[config.mk]
export PLATFORM = sky130hd
export DESIGN_NAME = uartprobe_gen2
export DESIGN_NICKNAME = d
export VERILOG_FILES = /design/src/rtl/uartprobe_gen2.sv
export SDC_FILE = /design/constraint.sdc
export NUM_CORES = 1
export LEC_CHECK = 0
export CORE_MARGIN = 8
export CORE_UTILIZATION = 43
export DETAILED_ROUTE_END_ITERATION = 7
export GPL_ROUTABILITY_DRIVEN = 0
export PLACE_DENSITY = 0.82
export REMOVE_ABC_BUFFERS = 1
export SLEW_MARGIN = 25
export SYNTH_ARGS = -nofsm -noshare
export SYNTH_HDL_FRONTEND = slang
export SYNTH_SLANG_ARGS = --single-unit
[constraint.sdc]
create_clock -name clk -period 2.1 [get_ports clk]
set_clock_uncertainty 0.15 [all_clocks]
set_input_delay 0.21 -clock clk [delete_from_list [all_inputs] [get_ports clk]]
set_output_delay 0.21 -clock clk [all_outputs]
set_load 0.05 [all_outputs]
[src/rtl/uartprobe_gen2.sv]
// Byte-stream debug probe: decodes UART command bytes to access GPI/GPO banks, probe
// registers and single-beat AXI4-Lite reads/writes, and answers with one byte per read.
module uartprobe_gen2 #(
  parameter int unsigned       GPIO_W    = 32,
  parameter int unsigned       ADDR_W    = 32,
  parameter int unsigned       DATA_W    = 32,
  parameter int unsigned       TIMEOUT   = 1024,
  parameter logic [GPIO_W-1:0] GPO_RESET = '0
) (
  input  logic                clk,
  input  logic                m_areset,
  input  logic                rx_valid,
  input  logic [7:0]          rx_data,
  output logic                rx_ready,
  output logic                tx_valid,
  output logic [7:0]          tx_data,
  input  logic                tx_ready,
  output logic [GPIO_W-1:0]   gpo,
  input  logic [GPIO_W-1:0]   gpi,
  output logic [ADDR_W-1:0]   m_axi_araddr,
  output logic [2:0]          m_axi_arsize,
  output logic                m_axi_arvalid,
  input  logic                m_axi_arready,
  input  logic [DATA_W-1:0]   m_axi_rdata,
  input  logic [1:0]          m_axi_rresp,
  input  logic                m_axi_rvalid,
  output logic                m_axi_rready,
  output logic [ADDR_W-1:0]   m_axi_awaddr,
  output logic [2:0]          m_axi_awsize,
  output logic                m_axi_awvalid,
  input  logic                m_axi_awready,
  output logic [DATA_W-1:0]   m_axi_wdata,
  output logic [DATA_W/8-1:0] m_axi_wstrb,
  output logic                m_axi_wvalid,
  input  logic                m_axi_wready,
  input  logic [1:0]          m_axi_bresp,
  input  logic                m_axi_bvalid,
  output logic                m_axi_bready
);

  localparam int unsigned       STRB_W   = DATA_W / 8;
  localparam logic [2:0]        AXI_SIZE = 3'($clog2(STRB_W));
  localparam int unsigned       CNT_W    = $clog2(TIMEOUT);
  localparam logic [CNT_W-1:0]  CNT_LAST = CNT_W'(TIMEOUT - 1);
  localparam logic [ADDR_W-1:0] ADDR_INC = ADDR_W'(STRB_W);

  typedef enum logic [2:0] {IDLE, GET_ARG, AR, R, W, B, TX} state_e;

  typedef enum logic [3:0] {
    OP_GPI_RD  = 4'h1,
    OP_GPO_RD  = 4'h2,
    OP_GPO_WR  = 4'h3,
    OP_ADDR_RD = 4'h4,
    OP_ADDR_WR = 4'h5,
    OP_DATA_RD = 4'h6,
    OP_DATA_WR = 4'h7,
    OP_AXI_RD  = 4'h8,
    OP_AXI_WR  = 4'h9,
    OP_CTRL_WR = 4'hA,
    OP_CTRL_RD = 4'hB
  } op_e;

  state_e              state_q, state_d;
  op_e                 op_q, op_d;
  logic [3:0]          idx_q, idx_d;
  logic [GPIO_W-1:0]   gpo_q, gpo_d;
  logic [ADDR_W-1:0]   addr_q, addr_d;
  logic [DATA_W-1:0]   data_q, data_d;
  logic                auto_inc_q, auto_inc_d;
  logic                tx_valid_q, tx_valid_d;
  logic [7:0]          tx_data_q, tx_data_d;
  logic                arvalid_q, arvalid_d;
  logic                rready_q, rready_d;
  logic                awvalid_q, awvalid_d;
  logic                wvalid_q, wvalid_d;
  logic                bready_q, bready_d;
  logic [CNT_W-1:0]    tmo_cnt_q, tmo_cnt_d;

  logic [7:0] gpi_byte, gpo_byte, addr_byte, data_byte;
  logic       axi_busy, axi_done, aw_left, w_left;
  logic [1:0] axi_resp;

  // Read-side byte selection keyed on the incoming command's index; out-of-range reads stay 0.
  always_comb begin
    gpi_byte  = '0;
    gpo_byte  = '0;
    addr_byte = '0;
    data_byte = '0;
    for (int b = 0; b < int'(GPIO_W / 8); b++) begin
      if (rx_data[3:0] == 4'(b)) begin
        gpi_byte = gpi[b*8 +: 8];
        gpo_byte = gpo_q[b*8 +: 8];
      end
    end
    for (int b = 0; b < int'(ADDR_W / 8); b++) begin
      if (rx_data[3:0] == 4'(b)) addr_byte = addr_q[b*8 +: 8];
    end
    for (int b = 0; b < int'(STRB_W); b++) begin
      if (rx_data[3:0] == 4'(b)) data_byte = data_q[b*8 +: 8];
    end
  end

  // NOTE: every signal written here gets a default first, so no path can infer a latch.
  always_comb begin
    state_d    = state_q;
    op_d       = op_q;
    idx_d      = idx_q;
    gpo_d      = gpo_q;
    addr_d     = addr_q;
    data_d     = data_q;
    auto_inc_d = auto_inc_q;
    tx_valid_d = tx_valid_q;
    tx_data_d  = tx_data_q;
    arvalid_d  = arvalid_q;
    rready_d   = rready_q;
    awvalid_d  = awvalid_q;
    wvalid_d   = wvalid_q;
    bready_d   = bready_q;
    tmo_cnt_d  = tmo_cnt_q;
    axi_done   = 1'b0;
    axi_resp   = 2'b00;
    aw_left    = 1'b0;
    w_left     = 1'b0;
    axi_busy   = (state_q == AR) || (state_q == R) || (state_q == W) || (state_q == B);

    unique case (state_q)
      IDLE: begin
        if (rx_valid) begin
          op_d       = op_e'(rx_data[7:4]);
          idx_d      = rx_data[3:0];
          state_d    = TX;
          tx_valid_d = 1'b1;
          case (op_e'(rx_data[7:4]))
            OP_GPI_RD:  tx_data_d = gpi_byte;
            OP_GPO_RD:  tx_data_d = gpo_byte;
            OP_ADDR_RD: tx_data_d = addr_byte;
            OP_DATA_RD: tx_data_d = data_byte;
            OP_CTRL_RD: tx_data_d = {7'b0, auto_inc_q};
            OP_GPO_WR, OP_ADDR_WR, OP_DATA_WR, OP_CTRL_WR: begin
              state_d    = GET_ARG;
              tx_valid_d = 1'b0;
            end
            OP_AXI_RD: begin
              state_d    = AR;
              tx_valid_d = 1'b0;
              arvalid_d  = 1'b1;
              tmo_cnt_d  = '0;
            end
            OP_AXI_WR: begin
              state_d    = W;
              tx_valid_d = 1'b0;
              awvalid_d  = 1'b1;
              wvalid_d   = 1'b1;
              tmo_cnt_d  = '0;
            end
            default: tx_data_d = 8'hEE;
          endcase
        end
      end
      GET_ARG: begin
        if (rx_valid) begin
          state_d = IDLE;
          case (op_q)
            OP_GPO_WR: begin
              for (int b = 0; b < int'(GPIO_W / 8); b++)
                if (idx_q == 4'(b)) gpo_d[b*8 +: 8] = rx_data;
            end
            OP_ADDR_WR: begin
              for (int b = 0; b < int'(ADDR_W / 8); b++)
                if (idx_q == 4'(b)) addr_d[b*8 +: 8] = rx_data;
            end
            OP_DATA_WR: begin
              for (int b = 0; b < int'(STRB_W); b++)
                if (idx_q == 4'(b)) data_d[b*8 +: 8] = rx_data;
            end
            OP_CTRL_WR: auto_inc_d = rx_data[0];
            default: ;
          endcase
        end
      end
      AR: begin
        if (m_axi_arready) begin
          arvalid_d = 1'b0;
          rready_d  = 1'b1;
          state_d   = R;
        end
      end
      R: begin
        if (m_axi_rvalid) begin
          rready_d = 1'b0;
          data_d   = m_axi_rdata;
          axi_done = 1'b1;
          axi_resp = m_axi_rresp;
        end
      end
      W: begin
        // Address and data channels retire independently; B starts once both have.
        aw_left   = awvalid_q && !m_axi_awready;
        w_left    = wvalid_q && !m_axi_wready;
        awvalid_d = aw_left;
        wvalid_d  = w_left;
        if (!aw_left && !w_left) begin
          bready_d = 1'b1;
          state_d  = B;
        end
      end
      B: begin
        if (m_axi_bvalid) begin
          bready_d = 1'b0;
          axi_done = 1'b1;
          axi_resp = m_axi_bresp;
        end
      end
      TX: begin
        if (tx_ready) begin
          tx_valid_d = 1'b0;
          state_d    = IDLE;
        end
      end
      default: state_d = IDLE;
    endcase

    // A response arriving on the last budgeted cycle still counts as completion.
    if (axi_busy) begin
      if (axi_done) begin
        state_d    = TX;
        tx_valid_d = 1'b1;
        tx_data_d  = {6'b0, axi_resp};
        if (axi_resp == 2'b00 && auto_inc_q) addr_d = addr_q + ADDR_INC;
      end else if (tmo_cnt_q == CNT_LAST) begin
        state_d    = TX;
        tx_valid_d = 1'b1;
        tx_data_d  = 8'h80;
        data_d     = data_q;
        arvalid_d  = 1'b0;
        rready_d   = 1'b0;
        awvalid_d  = 1'b0;
        wvalid_d   = 1'b0;
        bready_d   = 1'b0;
      end else begin
        tmo_cnt_d = tmo_cnt_q + CNT_W'(1);
      end
    end
  end

  // NOTE: state registers use non-blocking assignments so every flop samples pre-edge values.
  always_ff @(posedge clk) begin
    if (m_areset) begin
      state_q    <= IDLE;
      op_q       <= OP_GPI_RD;
      idx_q      <= '0;
      gpo_q      <= GPO_RESET;
      addr_q     <= '0;
      data_q     <= '0;
      auto_inc_q <= 1'b0;
      tx_valid_q <= 1'b0;
      tx_data_q  <= '0;
      arvalid_q  <= 1'b0;
      rready_q   <= 1'b0;
      awvalid_q  <= 1'b0;
      wvalid_q   <= 1'b0;
      bready_q   <= 1'b0;
      tmo_cnt_q  <= '0;
    end else begin
      state_q    <= state_d;
      op_q       <= op_d;
      idx_q      <= idx_d;
      gpo_q      <= gpo_d;
      addr_q     <= addr_d;
      data_q     <= data_d;
      auto_inc_q <= auto_inc_d;
      tx_valid_q <= tx_valid_d;
      tx_data_q  <= tx_data_d;
      arvalid_q  <= arvalid_d;
      rready_q   <= rready_d;
      awvalid_q  <= awvalid_d;
      wvalid_q   <= wvalid_d;
      bready_q   <= bready_d;
      tmo_cnt_q  <= tmo_cnt_d;
    end
  end

  assign rx_ready      = (state_q == IDLE) || (state_q == GET_ARG);
  assign tx_valid      = tx_valid_q;
  assign tx_data       = tx_data_q;
  assign gpo           = gpo_q;
  assign m_axi_araddr  = addr_q;
  assign m_axi_arsize  = AXI_SIZE;
  assign m_axi_arvalid = arvalid_q;
  assign m_axi_rready  = rready_q;
  assign m_axi_awaddr  = addr_q;
  assign m_axi_awsize  = AXI_SIZE;
  assign m_axi_awvalid = awvalid_q;
  assign m_axi_wdata   = data_q;
  assign m_axi_wstrb   = '1;
  assign m_axi_wvalid  = wvalid_q;
  assign m_axi_bready  = bready_q;

endmodule

==> impl_metrics.ini <==
[run_status]
outcome = complete, but fails checks
failed_checks = negative setup slack

[floorplan]
num_rows = 49
floorplan.initialDensity = 0.440
die_width_um = 152
fp.dieH_um = 152
ios = 238
core_mm2 = 0.0180
die_area_mm2 = 0.0230

[power]
power_frac_comb = 0.282
clock_power_share = 0.383
p_seq_frac = 0.335
p_sw_w = 0.00264
peakVddDrop_mv = 0.644
cell_leakage_power_nw = 5.15
p_int_w = 0.00565
power_density_mw_per_mm2 = 679
switching_share = 0.318

[logic_synthesis]
synth-compound-area-share = 0.240
synth-seq-cells = 132
synth_top_family_by_area = compound AO/OA/AOI/OAI gates
synth_largest_type_area_fraction = 0.333
synthFlopType = sky130_fd_sc_hd__dfxtp_1
synth.yosys.seq_area_share = 0.333
yosys.area_share.simple = 0.211
edff_count_synth = 0
synth.mux.area_fraction = 0.124
synth-warning-count = 0
synthCells = 951
fraction_of_the_mapped_netlist_area_in_adder_cells = 0.00316
synthesis.area_mm2 = 0.00793
xor_xnor_share_of_the_synthesized_area = 0
cell_types_occupying_the_most_area_after_synthesis = sky130_fd_sc_hd__dfxtp_1 33%, sky130_fd_sc_hd__mux2_2 8.2%, sky130_fd_sc_hd__a21oi_1 5.2%
ys_async_sr_fraction = 0
synthDistinctLibCells = 78
syn_area_per_cell_um2 = 8.33
synthDominantAreaCellType = sky130_fd_sc_hd__dfxtp_1

[worst_setup_path]
peak_fanout_along_the_critical_path = 5
element_type_at_the_critical_path_start = register
timing.critical_path.required_ns = 2.29
crit_path_max_incr_delay_ns = 0.56
critical_path.cell_chain = or4b_4, buf_6, nor4_1, buf_4, nand2_1, a31oi_1
critical_path_class = register to register
critPathArrivalTime_ns = 2.40
element_type_at_the_critical_path_end = register
slowest_stage = sky130_fd_sc_hd__or4b_4

[clock_network]
clockBufferDepth = 2
cts_hold_buffers = 0
tritoncts_clock_tree = built
clkTransAtPathRegs_ns = 0.06
clock_tree.htree_level_count = 4
clock-root-buffer = sky130_fd_sc_hd__clkbuf_16
cts_num_sinks = 132
number_of_buffers_added_by_the_clock_tree_synthesis_step = 17
insertion_delay_ns = 0.42

[grt]
vias_in_the_first_global_route = 8668
grt.total_usage = 0.253
grt_pass1_wl_um = 46200
grt_start_max_net_pins = 55
grt-ovfl-total = 0
grt_antenna_before_repair = 0

[placed_design]
hpwlAfterDp_um = 22400
post-place-ws_ns = -0.311
placedCellCount = 1457
buffer_ports.inserted = 227

[layout]
final.fill_count = 1330
fin_nets = 1354
area_growth_syn_to_layout_pct = 53.9
drive_gt1_frac = 0.271
final_cell_count_no_fill = 1508
insertedDiodeCount = 0
layout.area.seq_mm2 = 0.00266
multi_input_area_mm2 = 0.00476

[timing]
finalSetupViolCount = 21
achievable-frequency_mhz = 452
slew_viol_final = 0
remaining_max_slew_budget_at_the_tightest_pin = 0.614
final_min_period_over_clock_period = 1.05
number_of_failing_hold_endpoints_at_the_final_stage = 0
worst_slew_pin_slew_ns = 0.577
grt_setup_unrepaired = true
final_critical_path_setup_slack_ns = -0.110
finalWorstPathRequiredPeriod_ns = 2.21

[routing]
antenna_violating_nets_post_route = 0
post_dr_vias_cell = 6.01
drt_pass1_iterations = 6
postRouteWirelength_um = 31300
via_count = 9067
avg_wl_per_cell_um = 20.8
drt_first_iter_violations = 914
drc_markers = 0

[worst_hold_path]
min-delay-path-class = primary input to register

[job]
max-cap-violations = 0
==> cells in the mapped netlist, drive strengths merged (9+ instances only) <==
master  instances
o211ai         11
inv            17
buf            67
nor4           11
o22ai          44
nand2          82
mux2i          33
nand4           9
mux2           58
nor3           20
nor2b          14
a21oi          87
nand3          23
a31oi          25
a211oi         37
or3            15
clkbuf         43
o21ai          28
or4            12
nor2           91
dfxtp         132
==> per-stage QoR <==
stage | setup TNS (ns) | util | hold WS, ns | cell area, um2 | total power [W]
after CTS | -0.0238 | 0.655 | 0.0388 | 11800 | 0.00818
after detailed placement | -14.16 | 0.617 | 0.304 | 11100 | 0.00501
final | -0.391 | 0.677 | 0.0560 | 12200 | 0.00829
after global routing | -2.01 | 0.677 | 0.0593 | 12200 | 0.00858
after floorplan | -25.90 | - | 0.125 | 7320 | 0.00397
after global placement | -10.30 | 0.617 | 0.296 | 11100 | 0.00497
==> final cells by class <==
cell class                      count  area share
Clock buffer                       19      0.0363
Clock inverter                     12      0.0148
Inverter                           17     0.00523
Multi-Input combinational cell    700       0.390
Sequential cell                   132       0.218
Tap cell                          229      0.0235
Timing Repair Buffer              399       0.312
==> power groups by stage <==
| stage | clock [W] | combinational [W] | sequential [W] |
|---|---|---|---|
| after floorplan | 0 | 0.000887 | 0.00309 |
| final | 0.00317 | 0.00234 | 0.00278 |
| after global placement | 0 | 0.00217 | 0.00280 |
| after detailed placement | 0 | 0.00220 | 0.00281 |
| after CTS | 0.00318 | 0.00224 | 0.00276 |
| after global routing | 0.00330 | 0.00248 | 0.00279 |
==> layer usage <==
layer	routed length [um]	track usage
met5	0	0
met4	1410	0.107
met3	3250	0.0704
met2	14900	0.429
met1	11700	0.293
==> path summary, 6_finish.rpt <==
kind	start	endpoint	slack, ns	depth (start not counted)
hold / removal	m_areset	idx_q[2]	0.06	2
setup reg to reg	idx_q[3]	m_axi_araddr[18]	-0.11	6
hold reg to reg	tx_data[6]	tx_data[6]	0.32	1
setup / recovery	idx_q[3]	m_axi_araddr[18]	-0.11	6
==> cells by family (layout without fill, tap and decap cells) <==
group / Yosys count / in the layout
flops: 132 / 132
compound gates: 281 / 281
other cells: 2 / 10
simple gates: 316 / 316
mux: 91 / 91
fa+ha+maj: 2 / 2
buf+inv: 127 / 447
==> layout by cell type, fill, tap and decap left out, types with 25 or more instances in the layout <==
cell,instances
sky130_fd_sc_hd__o21ai_0,26
sky130_fd_sc_hd__nor2_1,77
sky130_fd_sc_hd__mux2_2,58
sky130_fd_sc_hd__clkdlybuf4s50_1,177
sky130_fd_sc_hd__a31oi_1,25
sky130_fd_sc_hd__nand2_1,81
sky130_fd_sc_hd__dlymetal6s2s_1,37
sky130_fd_sc_hd__o22ai_1,44
sky130_fd_sc_hd__buf_4,158
sky130_fd_sc_hd__dfxtp_1,125
sky130_fd_sc_hd__mux2i_1,33
sky130_fd_sc_hd__a21oi_1,81
==> flip-flops by register name, summed over array words and instances (netlist names), 3 cells and up <==
| register | count |
|---|---|
| m_axi_wdata | 32 |
| idx_q | 4 |
| op_q | 4 |
| state_q | 3 |
| tx_data | 8 |
| tmo_cnt_q | 10 |
| gpo | 32 |
| m_axi_araddr | 32 |
==> worst max-delay path: cells and delay by family, from the launching register on <==
family	cells	cell delay, ns
flip-flops	1	0.34
AO/OA/AOI/OAI	1	0.21
AND/OR/NAND/NOR	3	1.05
buffers and inverters	2	0.39
==> timing repair <==
action                     in CTS  in global routing
setup endpoints to repair      56                 93
gates cloned                    0                  1
setup buffers                   4                 15
pin swaps                       1                 10
gates resized for setup        16                 85
(Power assumes the default switching activity.)
